<file path="src/rtl/regfile_wb_arbiter_pkg.sv">
// Shared constants and index helpers for the register-file write-back arbiter.
`ifndef REGFILE_WB_ARBITER_PKG_SV
`define REGFILE_WB_ARBITER_PKG_SV
package regfile_wb_arbiter_pkg;

   localparam int unsigned DEF_NUM_REQ = 2;
   localparam int unsigned DEF_DATA_W  = 32;
   localparam int unsigned DEF_ADDR_W  = 5;
   localparam int unsigned REG_ZERO    = 0;

   // (a + b) mod n for operands already below n
   function automatic int unsigned wrap_add(input int unsigned a, input int unsigned b,
                                            input int unsigned n);
      int unsigned s;
      s = a + b;
      return (s >= n) ? s - n : s;
   endfunction

endpackage
`endif

</file>
<file path="src/rtl/regfile_wb_arbiter_if.sv">
// Write-back request bus (sources -> arbiter) and register-file write port (arbiter -> file).
interface regfile_wb_arbiter_if
   import regfile_wb_arbiter_pkg::*;
#(
   parameter int unsigned NUM_REQ = DEF_NUM_REQ,
   parameter int unsigned DATA_W  = DEF_DATA_W,
   parameter int unsigned ADDR_W  = DEF_ADDR_W
) ();
   logic [NUM_REQ-1:0]        req_valid;
   logic [NUM_REQ-1:0]        req_ready;
   logic [NUM_REQ*ADDR_W-1:0] req_addr;
   logic [NUM_REQ*DATA_W-1:0] req_data;
   logic                      rf_write_en;
   logic [ADDR_W-1:0]         rf_write_addr;
   logic [DATA_W-1:0]         rf_write_data;

   modport slave (
      input  req_valid, req_addr, req_data,
      output req_ready, rf_write_en, rf_write_addr, rf_write_data
   );

   modport master (
      output req_valid, req_addr, req_data,
      input  req_ready, rf_write_en, rf_write_addr, rf_write_data
   );
endinterface

</file>
<file path="src/rtl/regfile_wb_arbiter_rr_arbiter.sv">
// Round-robin arbiter: first set request at or above ptr (wrapping) wins.
module rr_arbiter
   import regfile_wb_arbiter_pkg::*;
#(
   parameter int unsigned NUM_REQ = DEF_NUM_REQ,
   parameter int unsigned IDX_W   = $clog2(NUM_REQ)
) (
   input  logic [NUM_REQ-1:0] req,
   input  logic [IDX_W-1:0]   ptr,
   output logic [NUM_REQ-1:0] gnt,
   output logic [IDX_W-1:0]   gnt_idx,
   output logic               gnt_valid
);
   logic [IDX_W-1:0] cand;

   always_comb begin
      gnt       = '0;
      gnt_idx   = '0;
      gnt_valid = 1'b0;
      cand      = '0;
      for (int unsigned k = 0; k < NUM_REQ; k++) begin
         cand = IDX_W'(wrap_add(32'(ptr), k, NUM_REQ));
         if (!gnt_valid && req[cand]) begin
            gnt[cand] = 1'b1;
            gnt_idx   = cand;
            gnt_valid = 1'b1;
         end
      end
   end
endmodule

</file>
<file path="src/rtl/regfile_wb_arbiter.sv">
// Shares the register-file write port between NUM_REQ buffered write-back sources,
// round-robin, dropping r0 writes and exporting a pending-write mask for hazard stalls.
module regfile_wb_arbiter
   import regfile_wb_arbiter_pkg::*;
#(
   parameter int unsigned NUM_REQ = DEF_NUM_REQ,
   parameter int unsigned DATA_W  = DEF_DATA_W,
   parameter int unsigned ADDR_W  = DEF_ADDR_W,
   parameter int unsigned IDX_W   = $clog2(NUM_REQ),
   parameter int unsigned NREG    = 1 << ADDR_W
) (
   input  logic                  clk,
   input  logic                  rst,
   regfile_wb_arbiter_if.slave   bus,
   input  logic                  freeze,
   output logic [NREG-1:0]       pending_mask,
   output logic                  wr_conflict
);
   logic [NUM_REQ-1:0] held, is_r0, cand, gnt, retire, accept;
   logic [ADDR_W-1:0]  slot_addr [NUM_REQ];
   logic [DATA_W-1:0]  slot_data [NUM_REQ];
   logic [IDX_W-1:0]   rr_ptr, gnt_idx;
   logic               gnt_valid;

   always_comb begin
      is_r0 = '0;
      cand  = '0;
      for (int unsigned i = 0; i < NUM_REQ; i++) begin
         is_r0[i] = held[i] && (slot_addr[i] == ADDR_W'(REG_ZERO));
         cand[i]  = held[i] && !is_r0[i] && !freeze;
      end
   end

   rr_arbiter #(.NUM_REQ(NUM_REQ), .IDX_W(IDX_W)) u_rr_arbiter (
      .req       (cand),
      .ptr       (rr_ptr),
      .gnt       (gnt),
      .gnt_idx   (gnt_idx),
      .gnt_valid (gnt_valid)
   );

   // Outputs are forced to their idle values while rst is low so no stale write escapes.
   always_comb begin
      retire            = is_r0 | gnt;
      bus.req_ready     = rst ? (~held | retire) : '1;
      accept            = bus.req_valid & bus.req_ready;
      bus.rf_write_en   = rst & gnt_valid;
      bus.rf_write_addr = bus.rf_write_en ? slot_addr[gnt_idx] : '0;
      bus.rf_write_data = bus.rf_write_en ? slot_data[gnt_idx] : '0;
   end

   always_comb begin
      pending_mask = '0;
      wr_conflict  = 1'b0;
      if (rst) begin
         for (int unsigned i = 0; i < NUM_REQ; i++) begin
            if (held[i] && !is_r0[i]) pending_mask[slot_addr[i]] = 1'b1;
            for (int unsigned j = i + 1; j < NUM_REQ; j++) begin
               if (held[i] && held[j] && !is_r0[i] && slot_addr[i] == slot_addr[j])
                  wr_conflict = 1'b1;
            end
         end
      end
   end

   always_ff @(posedge clk) begin
      if (!rst) begin
         held   <= '0;
         rr_ptr <= '0;
      end else begin
         for (int unsigned i = 0; i < NUM_REQ; i++) begin
            if (accept[i])      held[i] <= 1'b1;
            else if (retire[i]) held[i] <= 1'b0;
         end
         if (gnt_valid) rr_ptr <= IDX_W'(wrap_add(32'(gnt_idx), 1, NUM_REQ));
      end
   end

   always_ff @(posedge clk) begin
      for (int unsigned i = 0; i < NUM_REQ; i++) begin
         if (rst && accept[i]) begin
            slot_addr[i] <= bus.req_addr[i*ADDR_W +: ADDR_W];
            slot_data[i] <= bus.req_data[i*DATA_W +: DATA_W];
         end
      end
   end
endmodule

</file>
<file path="src/flat_wrapper.sv">
// flat-port wrapper written by rule: the top's interface ports become plain ports
module regfile_wb_arbiter_flat import regfile_wb_arbiter_pkg::*;
#(
   parameter int unsigned NUM_REQ = DEF_NUM_REQ,
   parameter int unsigned DATA_W  = DEF_DATA_W,
   parameter int unsigned ADDR_W  = DEF_ADDR_W,
   parameter int unsigned IDX_W   = $clog2(NUM_REQ),
   parameter int unsigned NREG    = 1 << ADDR_W
)
  (clk, rst, freeze, pending_mask, wr_conflict, bus_req_valid, bus_req_addr, bus_req_data, bus_req_ready, bus_rf_write_en, bus_rf_write_addr, bus_rf_write_data);
  regfile_wb_arbiter_if #(.NUM_REQ(NUM_REQ), .DATA_W(DATA_W), .ADDR_W(ADDR_W)) bus_i ();
  input  logic clk;
  input  logic rst;
  input  logic freeze;
  output logic [NREG-1:0] pending_mask;
  output logic wr_conflict;
  input wire logic [$bits(bus_i.req_valid)-1:0] bus_req_valid;
  input wire logic [$bits(bus_i.req_addr)-1:0] bus_req_addr;
  input wire logic [$bits(bus_i.req_data)-1:0] bus_req_data;
  output wire logic [$bits(bus_i.req_ready)-1:0] bus_req_ready;
  output wire logic [$bits(bus_i.rf_write_en)-1:0] bus_rf_write_en;
  output wire logic [$bits(bus_i.rf_write_addr)-1:0] bus_rf_write_addr;
  output wire logic [$bits(bus_i.rf_write_data)-1:0] bus_rf_write_data;
  assign bus_i.req_valid = bus_req_valid;
  assign bus_i.req_addr = bus_req_addr;
  assign bus_i.req_data = bus_req_data;
  assign bus_req_ready = bus_i.req_ready;
  assign bus_rf_write_en = bus_i.rf_write_en;
  assign bus_rf_write_addr = bus_i.rf_write_addr;
  assign bus_rf_write_data = bus_i.rf_write_data;
  regfile_wb_arbiter #(.NUM_REQ(NUM_REQ), .DATA_W(DATA_W), .ADDR_W(ADDR_W), .IDX_W(IDX_W), .NREG(NREG)) u_core (.clk(clk), .rst(rst), .bus(bus_i), .freeze(freeze), .pending_mask(pending_mask), .wr_conflict(wr_conflict));
endmodule
</file>
<file path="config.mk">
export PLATFORM = sky130hd
export DESIGN_NAME = regfile_wb_arbiter_flat
export DESIGN_NICKNAME = d
export VERILOG_FILES = /design/src/rtl/regfile_wb_arbiter_pkg.sv /design/src/rtl/regfile_wb_arbiter_if.sv /design/src/rtl/regfile_wb_arbiter_rr_arbiter.sv /design/src/rtl/regfile_wb_arbiter.sv /design/src/flat_wrapper.sv
export SDC_FILE = /design/constraint.sdc
export NUM_CORES = 1
export LEC_CHECK = 0
export CAP_MARGIN = 40
export CORE_ASPECT_RATIO = 0.9
export CORE_UTILIZATION = 41
export CTS_BUF_LIST = sky130_fd_sc_hd__clkbuf_4 sky130_fd_sc_hd__clkbuf_8
export DETAILED_ROUTE_END_ITERATION = 8
export HOLD_SLACK_MARGIN = 0.12
export MAX_ROUTING_LAYER = met4
export PLACE_DENSITY = 0.79
export SLEW_MARGIN = 40
export SYNTH_ARGS = -nofsm -noshare
export SYNTH_HDL_FRONTEND = slang
export SYNTH_SLANG_ARGS = --single-unit
</file>
<file path="constraint.sdc">
create_clock -name clk -period 3.5 [get_ports clk]
set_input_delay 0.7 -clock clk [delete_from_list [all_inputs] [get_ports clk]]
set_output_delay 0.7 -clock clk [all_outputs]
set_load 0.01 [all_outputs]
</file>
# --- Word-level counts from Yosys, hierarchy flattened ---
# Memories as Yosys holds them, arrays and structs flattened.
# Index checks and enable logic that the tools add are counted.
# W data, S select, Z words.
totals:
  mem_count: 2
  mem_bits_rw: 74
  in_bits: 79
  regBits: 3
  output_inout_bits: 73
memory_table:
  columns: ["memory", "depth", "width", "read_ports", "rd_ports_with_merged_regs", "wr", "line", "rtl"]
  rows:
  - ["u_core.slot_data", 2, 32, 1, 0, 2, "regfile_wb_arbiter.sv:21", "logic [DATA_W-1:0] slot_data [NUM_REQ];"]
  - ["u_core.slot_addr", 2, 5, 3, 0, 2, "regfile_wb_arbiter.sv:20", "logic [ADDR_W-1:0] slot_addr [NUM_REQ];"]
classes:
  n_reduce_logical: 24
  bitwise_logic: 7
  order_cmp: 11
  addsub: 5
  n_mux: 38
  eq_ne: 1
op_table:
  columns: ["op", "count"]
  rows:
  - ["$mux W32", 5]
  - ["$or A32 B32 Y32", 1]
  - ["$mux W1", 25]
  - ["$logic_and A1 B1 Y1", 16]
  - ["$lt A5 B6 Y1 const B", 2]
  - ["$demux W1 S5", 2]
  - ["$ge A5 B1 Y1 const B", 2]
  - ["$logic_not A5 Y1", 2]
  - ["$mux W2", 3]
  - ["$or A2 B2 Y2", 3]
  - ["$eq A5 B5 Y1", 1]
  - ["$mux W5", 1]
  - ["$add A1 B1 Y2 const B", 2]
  - ["$ge A2 B2 Y1 const B", 2]
  - ["$logic_not A1 Y1", 4]
  - ["$lt A1 B2 Y1 const B", 2]
  - ["$reduce_bool A2 Y1", 2]
  - ["$sub A1 B1 Y1 const B", 3]
  - ["$and A2 B2 Y2", 1]
  - ["$demux W1 S1", 2]
  - ["$ge A1 B1 Y1 const B", 2]
  - ["$ge A1 B2 Y1 const B", 1]
  - ["$not A2 Y2", 1]
  - ["$and A1 B1 Y1", 1]

# --- Depth between registers and ports, before layout ---
# Gate-level depths: netlist of the first run.
# An unclocked memory read counts as a cell.
logic_depth:
  word_depth: 19
  depth_mapped: 7

# --- Modules after synthesis ---
# Synthesis of the first run repeated with hierarchy kept, for this count alone.
unflattened:
  cells_unflattened: 292
  area_unflattened_um2: 3667.3
modules_own_cells:
  columns: ["module", "cells_per_inst", "n_inst", "area_each_um2"]
  rows:
  - ["regfile_wb_arbiter", 287, 1, 3634.7]
  - ["rr_arbiter", 5, 1, 32.5]

# --- Least setup slack after synthesis of the first run ---
# No wires, ideal clock.
synth_timing:
  path_type: "reg-to-reg"
  start: "memory u_core.slot_addr[1][0] in the netlist's numbering"
  end: "memory u_core.slot_addr[0][0] in the netlist's numbering (enable)"
  path_slack_ps: -208
  t_required_ps: 3056
  path_buffers: 0
  setup_time_ps: 444
  period_less_slack_ps: 3708
  arrival_ps: 3265
  path_stages_with_launch: 5
  path_cell_list: "edfxtp_1 > or4_4 > o21a_1 > a21o_1 > a21oi_1"
synth_rtl:
  columns: ["item", "line"]
  rows:
  - ["start, declared", "regfile_wb_arbiter.sv:20"]

==> results of run 1 <==
-- stage by stage --
stage / hold slack (ps) / setup WS, ps / area [um2] / total power [mW]
after detailed placement: 593 / 131 / 5540 / 1.42
after CTS: 604 / 5.84 / 5720 / 2.01
after global placement: 582 / 88.3 / 5510 / 1.41
final: 609 / 107 / 5770 / 2.01
after floorplan: 549 / 27.9 / 3810 / 1.23
after global routing: 641 / 27.9 / 5770 / 2.08
-- cell usage after synthesis (all sizes together) (2+ instances only) --
cell type  number  area (um2)
a21oi          40         200
buf            19         139
clkbuf         16        61.3
dfxtp           3        60.1
edfxtp         74        2220
inv             2        7.50
nand2          10        37.5
nand2b          2        12.5
nand3          48         240
nand3b          4        30.0
nor2           33         124
nor2b           6        37.5
o21a            5        45.0
o21ai          42         218
o22a           24         210
o22ai           7        43.8
or4             2        22.5
xor2            4        35.0
-- where the power goes --
group	switching, mW	leakage, nW	internal (mW)
sequential	0.0153	0.713	1.06
combinational	0.166	1.06	0.171
clock	0.322	0.0864	0.275
total	0.503	1.86	1.50
-- per-layer routing --
metal / wire, um / GRT usage / vias to the layer above
li1: - / - / 1622
met1: 4780 / 0.313 / 1643
met2: 5390 / 0.386 / 190
met3: 988 / 0.0655 / 18
met4: 175 / 0.0725 / 0
met5: 0 / - / -
-- how the worst min path moves through the flow --
stage | slack (ps) | endpoint | from
after global routing | 640 | u_core.held[0]$_SDFFE_PN0P_ | u_core.rr_ptr$_SDFFE_PN0N_
after CTS | 600 | u_core.held[0]$_SDFFE_PN0P_ | u_core.rr_ptr$_SDFFE_PN0N_
after floorplan | 550 | u_core.rr_ptr$_SDFFE_PN0N_ | u_core.rr_ptr$_SDFFE_PN0N_
after detailed placement | 590 | u_core.held[0]$_SDFFE_PN0P_ | u_core.rr_ptr$_SDFFE_PN0N_
after global placement | 580 | u_core.rr_ptr$_SDFFE_PN0N_ | u_core.rr_ptr$_SDFFE_PN0N_
final | 610 | u_core.held[0]$_SDFFE_PN0P_ | u_core.rr_ptr$_SDFFE_PN0N_
-- state kept, by name, indices dropped and copies added (netlist names) --
name	count
u_core.rr_ptr	1
u_core.slot_data	64
u_core.held	2
u_core.slot_addr	10
-- critical path, delay by kind of cell, from the launching register on --
family | cells | cell delay (ps)
AND/OR/NAND/NOR | 2 | 700
buffers and inverters | 2 | 680
AO/OA/AOI/OAI | 2 | 560
flip-flops | 1 | 420
-- cell families (layout without fill, tap and decap cells) --
family	Yosys count	count (layout)	share of synthesized area
simple gates	108	108	0.138
other cells	1	1	0.000986
compound gates	121	122	0.194
xor+xnor	5	5	0.0115
buf+inv	38	196	0.0556
flops	77	77	0.600
-- final cells by class --
| class | count | area [um2] |
|---|---|---|
| Clock buffer | 11 | 139 |
| Sequential cell | 77 | 2280 |
| Clock inverter | 5 | 37.5 |
| Multi-Input combinational cell | 236 | 1370 |
| Timing Repair Buffer | 177 | 1780 |
| Tap cell | 119 | 149 |
| Fill cell | 678 | 3000 |
| Inverter | 3 | 11.3 |
-- what timing repair did --
item                       CTS  global route
gates resized for setup      1             4
cloned                       1             0
setup endpoints to repair   19            23
buffers inserted             0             1
pin swaps                    1             1
==> summary by stage, run 1 <==
Worst setup path
The worst reg-to-reg setup slack is 790 ps. The kind of launch point of the worst setup path is a flop. The destination of the worst register-to-register timing path is u_core.slot_data[0][27]$_DFFE_PP_. The required time at the worst-slack endpoint is 2800 ps. Walking the worst path, the cells encountered are or4_4 -> o21a_1 -> buf_12 -> a21oi_1 -> nand2_1 -> clkdlybuf4s50_1.

The peak per-stage delay on the critical path is 590 ps. STA classifies the critical path endpoint as an output port. Measured in cells, the most critical reg-to-reg path has a length of 5. Tracing the worst setup path back leads to its startpoint at u_core.slot_addr[1][0]$_DFFE_PP_. The critical path class is reg -> out. The critical path's slowest cell is sky130_fd_sc_hd__or4_4. Of all nets on the critical path, the largest fanout is 28. The launch point of the worst reg-to-reg path is u_core.slot_addr[1][0]$_DFFE_PP_. The critical path capture point is bus_req_ready[1]. The data arrival at the endpoint of the critical path is 2690 ps.

Yosys
The cell count after synthesis is 350. The synthesized net count is 429. The share of the yosys chip area belonging to registers is 0.600. The number of register bits inferred by synthesis is 77. After synthesis, the mean cell area works out to 10.9 um2.

The most used flip-flop cell after synthesis is sky130_fd_sc_hd__edfxtp_1. The post-synthesis async set-or-reset flop share is 0. In this run, synthesis inferred 74 flip-flops with an integrated enable. The post-synthesis instance area is 3800 um2. The number of different library cells used by synthesis comes to 35.

The number of warnings issued by yosys is 0.

Pwr
For this design the static power due to leakage is 1.86 nW. VDD sags by at most 0.226 mV. The power density over cell area is 348 nW/um2.

Timing
The minimum period implied by the final worst setup slack is 3390 ps. Between clock sinks in the finished design, the worst skew comes to 11.6 ps. The final count of hold timing violations was 0. Setup repair after global routing left no endpoint under its margin. The aggregate negative setup slack is 0 ps. The setup violation total in the final timing report is 0. The slew of the pin with the lowest slew margin is 580 ps. The maximum operating frequency is 295 MHz. The worst-case headroom to the max-slew limit is 0.612. Of the available clock period, the critical path in the final layout requires 0.969. The final number of max-transition violations is 0.

Floorplanning
The starting utilization of the core area is 0.434. Pin placement for this block handled 152 I/O pins. The core region is 8770 um2. The full die area is 9670 um2.

The floorplan step set the die height to 93.4 um. The die is 104 um wide. The number of rows created at floorplan is 32.

Drt
The number of detailed-routing iterations run before antenna repair is 5. The first routing iteration left 258 violations. In the final routed layout, each cell accounts on average for 18.1 um. The final routed wirelength across all metal layers is 11300 um. The count of nets left with antenna violations once routing finished came out at 0. The total DRC errors in the routed layout is 0. The via density per instance is 5.53.

The total vias in the final route is 3473.

GRT
The via count of the first global-routing pass is 3463. The first global-routing pass estimated 17700 um of wire. The number of antenna violations at the first check in global routing was 0. For this run the aggregate overflow at the end of global routing stands at 0. In the global route stage, overall resource usage came out at 0.245. Entering global routing, the biggest net connects 33 pins.

Clock network
In this run the number of H-tree levels came out at 3. The number of clock buffers inserted by TritonCTS is 9. No sink is reached through more buffers than the 2 on the longest clock path. The clock latency reported for the late side of the worst-skew pair is 340 ps. CTS placed an instance of sky130_fd_sc_hd__clkbuf_8 at the clock tree root. TritonCTS built the clock tree. For this design, the sink count on the clock tree is 77. The number of hold buffers added after CTS was 0. The clock-pin transition on the worst setup and hold timing paths is 80 ps.

Place
Once detailed placement completed, the half-perimeter wirelength came to 7910 um. The total of buffers placed on input and output ports is 150. The congestion estimate from routability-driven global placement came to 0.897. Counting tap cells, the placed design contains a total of 610 instances.

Final layout
After the flow finishes, the layout carries non-filler instances totaling 628. The net count reported at finish is 583. The library cell used most frequently in the layout, excluding fill and tap cells, is sky130_fd_sc_hd__clkdlybuf4s50_1. The top cell types in the final layout, fill and taps aside, are sky130_fd_sc_hd__clkdlybuf4s50_1 (150), sky130_fd_sc_hd__edfxtp_1 (74), sky130_fd_sc_hd__nand3_1 (48). The area growth from synthesis to layout is 51.6%.

The ratio of cells with drive above 1 in the final layout is 0.110. The share of the core filled with cells is 0.658. The number of antenna diodes is 0.

Worst hold path
The worst hold-check path type is reg -> reg. The number of stages on the worst hold path is 2.

Outcome
The flow ran to the end, and the final reports show no timing, DRC or antenna violations.

Run
Across the run, the number of max-cap violations was 0.
(Power assumes the default switching activity.)
==> run 2, diff against run 1 <==
--- a/config.mk
+++ b/config.mk
@@ -6,7 +6,6 @@
 export NUM_CORES = 1
 export LEC_CHECK = 0
 export CAP_MARGIN = 40
-export CORE_ASPECT_RATIO = 0.9
 export CORE_UTILIZATION = 41
 export CTS_BUF_LIST = sky130_fd_sc_hd__clkbuf_4 sky130_fd_sc_hd__clkbuf_8
 export DETAILED_ROUTE_END_ITERATION = 8
==> summary by stage, run 2 (same netlist as run 1, synthesis figures left out) <==
Worst hold path
The end of the worst hold path was u_core.rr_ptr$_SDFFE_PN0N_ (was u_core.held[0]$_SDFFE_PN0P_). The number of stages on the worst hold path is 2 (unchanged). The worst hold-check path type is reg -> reg (unchanged).

The worst hold path startpoint is u_core.rr_ptr$_SDFFE_PN0N_ (unchanged).

Floorplanning
The total I/O pin count is 152 (unchanged). The floorplan core area is 8850 um2 (was 8770 um2). The starting utilization of the core area is 0.430 (was 0.434).

The full die area is 9670 um2 (about the same). The die extent in x is 98.3 um (was 104 um). The number of rows created at floorplan is 34 (was 32). The vertical extent of the die is 98.3 um (was 93.4 um).

GRT
The number of antenna violations at the first check in global routing is 0 (unchanged). The via count of the first global-routing pass is 3498 (was 3463). The wire length of the first global-routing pass is 17700 um (about the same).

The pin count of the biggest net entering global routing was 26 (was 33). The overall overflow remaining after global route is 0 (unchanged). The overall track demand over capacity in global routing was 0.245 (about the same).

Clock network
The root buffer cell is sky130_fd_sc_hd__clkbuf_8 (unchanged). The clock latency reported for the late side of the worst-skew pair is 340 ps (about the same). The maximum level of the CTS H-tree is 3 (unchanged). The clock-pin transition on the worst setup and hold timing paths is 70 ps (was 80 ps). The CTS tree is done (unchanged). The number of sinks handled by clock tree synthesis is 77 (unchanged).

The number of clock buffers inserted by TritonCTS is 9 (unchanged). The largest buffer count on any clock path was 2 (unchanged).

Final layout
The register name with the most flops is u_core.slot_data (unchanged). The net count reported at finish is 582 (was 583). The final instance area was 5720 um2 (was 5770 um2). Commonest cells after routing, fill and taps aside: sky130_fd_sc_hd__clkdlybuf4s50_1 (150), sky130_fd_sc_hd__edfxtp_1 (74), sky130_fd_sc_hd__nand3_1 (48) (unchanged). The area growth from synthesis to layout is 50.5% (was 51.6%). The final non-filler cell total is 614 (was 628).

Top Registers: u_core.slot_data: 64 flops, u_core.slot_addr: 10 flops, u_core.held: 2 flops (unchanged). The number of flip-flops in the largest register came to 64 (unchanged). The share of the core filled with cells was 0.647 (was 0.658). The number of antenna diodes is 0 (unchanged). The ratio of cells with drive above 1 in the final layout is 0.103 (was 0.110). The most frequent standard cell in the layout excluding fill and tap cells was sky130_fd_sc_hd__clkdlybuf4s50_1 (unchanged).

Outcome
Result of the run: finished with violations (was finished clean). The final reports fail on DRC.

Worst setup path
The number of logic stages on the critical path including buffering is 7 (was 6). The kind of end point of the critical path is an output port (unchanged). The gate family responsible for the most delay along the worst path is buffers and inverters (was simple AND/OR/NAND/NOR gates). The number of buffer and inverter stages on the critical path is 3 (was 2). The launch point of the worst reg-to-reg path is u_core.slot_addr[1][0]$_DFFE_PP_ (unchanged). Critical Path, Cell by Cell: clkdlybuf4s50_1 -> nor2b_2 -> o21a_1 -> buf_8 -> nand3_1 -> a21oi_1 -> clkdlybuf4s50_1 (was or4_4 -> o21a_1 -> buf_12 -> a21oi_1 -> nand2_1 -> clkdlybuf4s50_1). The critical path class is in -> out (was reg -> out). The worst reg-to-reg setup slack is 1000 ps (was 790 ps).

The destination of the worst register-to-register timing path is u_core.slot_addr[0][3]$_DFFE_PP_ (was u_core.slot_data[0][27]$_DFFE_PP_). The data arrival at the endpoint of the critical path is 2700 ps (was 2690 ps). The peak per-stage delay on the critical path was 580 ps (was 590 ps). The cell count of the worst reg-to-reg path was 5 (unchanged). The kind of launch point of the worst setup path was a primary input (was flop). The critical path's slowest cell was sky130_fd_sc_hd__clkdlybuf4s50_1 (was sky130_fd_sc_hd__or4_4). The required time at the worst-slack endpoint was 2800 ps (about the same). The top fanout value on the critical path came to 21 (was 28). The most prevalent standard cell on the critical path is sky130_fd_sc_hd__clkdlybuf4s50_1.

Drt
The final routed wirelength across all metal layers was 11300 um (about the same). The via density per instance is 5.63 (was 5.53). The average wire per standard cell came to 18.3 um (was 18.1 um).

The number of antenna-violating nets in the routed design is 0 (unchanged). The total vias in the final route was 3456 (was 3473). The number of DRC violations after detailed-routing iteration 0 was 302 (was 258). The total DRC errors in the routed layout is 9 (was 0).

The number of detailed-routing iterations run before antenna repair is 7 (was 5).

Timing
The part of the cycle the worst path needs is 0.971 (was 0.969). The maximum operating frequency is 294 MHz (was 295 MHz). The aggregate negative setup slack is 0 ps (unchanged).

RSZ-0062 raised after global routing: yes (was no). The setup slack after layout came to 101 ps (was 107 ps). The worst-case hold slack is 619 ps (was 609 ps). The final count of hold timing violations is 0 (unchanged). The setup violation total in the final timing report came to 0 (unchanged).

The final number of max-transition violations is 0 (unchanged). The minimum period implied by the final worst setup slack is 3400 ps (was 3390 ps). The largest clock skew in the final design is 10.9 ps (was 11.6 ps).

Pwr
The switching portion of total power is 0.228 (was 0.251). The proportion of power drawn by flip-flops and latches is 0.512 (was 0.534). The worst voltage drop across the vdd grid is 0.381 mV (was 0.226 mV). The power density over cell area is 366 nW/um2 (was 348 nW/um2).

The part of the total power dissipated in combinational logic was 0.157 (was 0.168). The internal portion of total power is 1.61 mW (was 1.50 mW). The total power draw is 2.09 mW (was 2.01 mW). The clock network fraction of design power was 0.331 (was 0.298). The reported net switching power is 0.478 mW (was 0.503 mW). The static leakage power is 1.86 nW (about the same).

Run
The max capacitance violation total was 0 (unchanged).

Place
The total of buffers placed on input and output ports is 150 (unchanged). The post-placement cell area is 5490 um2 (was 5540 um2). The half-perimeter wire length of the detailed placement result was 8180 um (was 7910 um). The placement-stage worst setup slack is 41.1 ps (was 131 ps).

The cell total after placement came to 599 (was 610). The final estimated routing congestion in global placement is 0.910 (was 0.897).
run 2: final cells by class:
cell class / count / area, um2
fill: 705 / 3120
inverter: 3 / 11.3
sequential: 77 / 2280
tap: 108 / 135
multi-input combinational: 235 / 1350
clock inverter: 5 / 77.6
timing repair buffer: 177 / 1750
clock buffer: 9 / 124
run 2: power by group through the flow:
stage	combinational, mW	sequential, mW	clock [mW]
floorplan	0.144	1.09	0
global placement	0.311	1.09	0
detailed placement	0.321	1.09	0
CTS	0.326	1.07	0.708
global route	0.352	1.08	0.749
finish	0.328	1.07	0.692
run 2: worst max-delay path by stage:
| stage | start | to | slack (ps) |
|---|---|---|---|
| 5_1_grt | freeze | bus_rf_write_data[21] | -2 |
| 3_5_place_dp | freeze | bus_rf_write_addr[4] | 40 |
| 3_3_place_gp | freeze | bus_rf_write_data[17] | 50 |
| 6_report | freeze | bus_rf_write_data[17] | 100 |
| 4_1_cts | u_core.slot_addr[1][0]$_DFFE_PP_ | bus_req_ready[1] | 20 |
| 2_1_floorplan | u_core.slot_addr[0][2]$_DFFE_PP_ | u_core.slot_addr[1][0]$_DFFE_PP_ | 30 |
run 2: worst register-to-register path: stages (launching register included):
cell and delay, ps:
sky130_fd_sc_hd__edfxtp_1 400, sky130_fd_sc_hd__or4_4 590, sky130_fd_sc_hd__o21a_1 240, sky130_fd_sc_hd__a21o_1 230, sky130_fd_sc_hd__a21oi_4 370, sky130_fd_sc_hd__buf_4 360
run 2: routing by layer:
metal | track usage | vias up | routed length [um]
li1 | - | 1614 | -
met1 | 0.296 | 1605 | 4430
met2 | 0.402 | 219 | 5600
met3 | 0.0573 | 18 | 1030
met4 | 0.0861 | 0 | 191
met5 | - | - | 0
run 2: repair_timing:
item                                    CTS  global route
endpoints found under the setup margin   21            31
resized for setup                         0             5
setup buffers                             1             0
hold buffers                              0             0
pin swaps                                 1             0
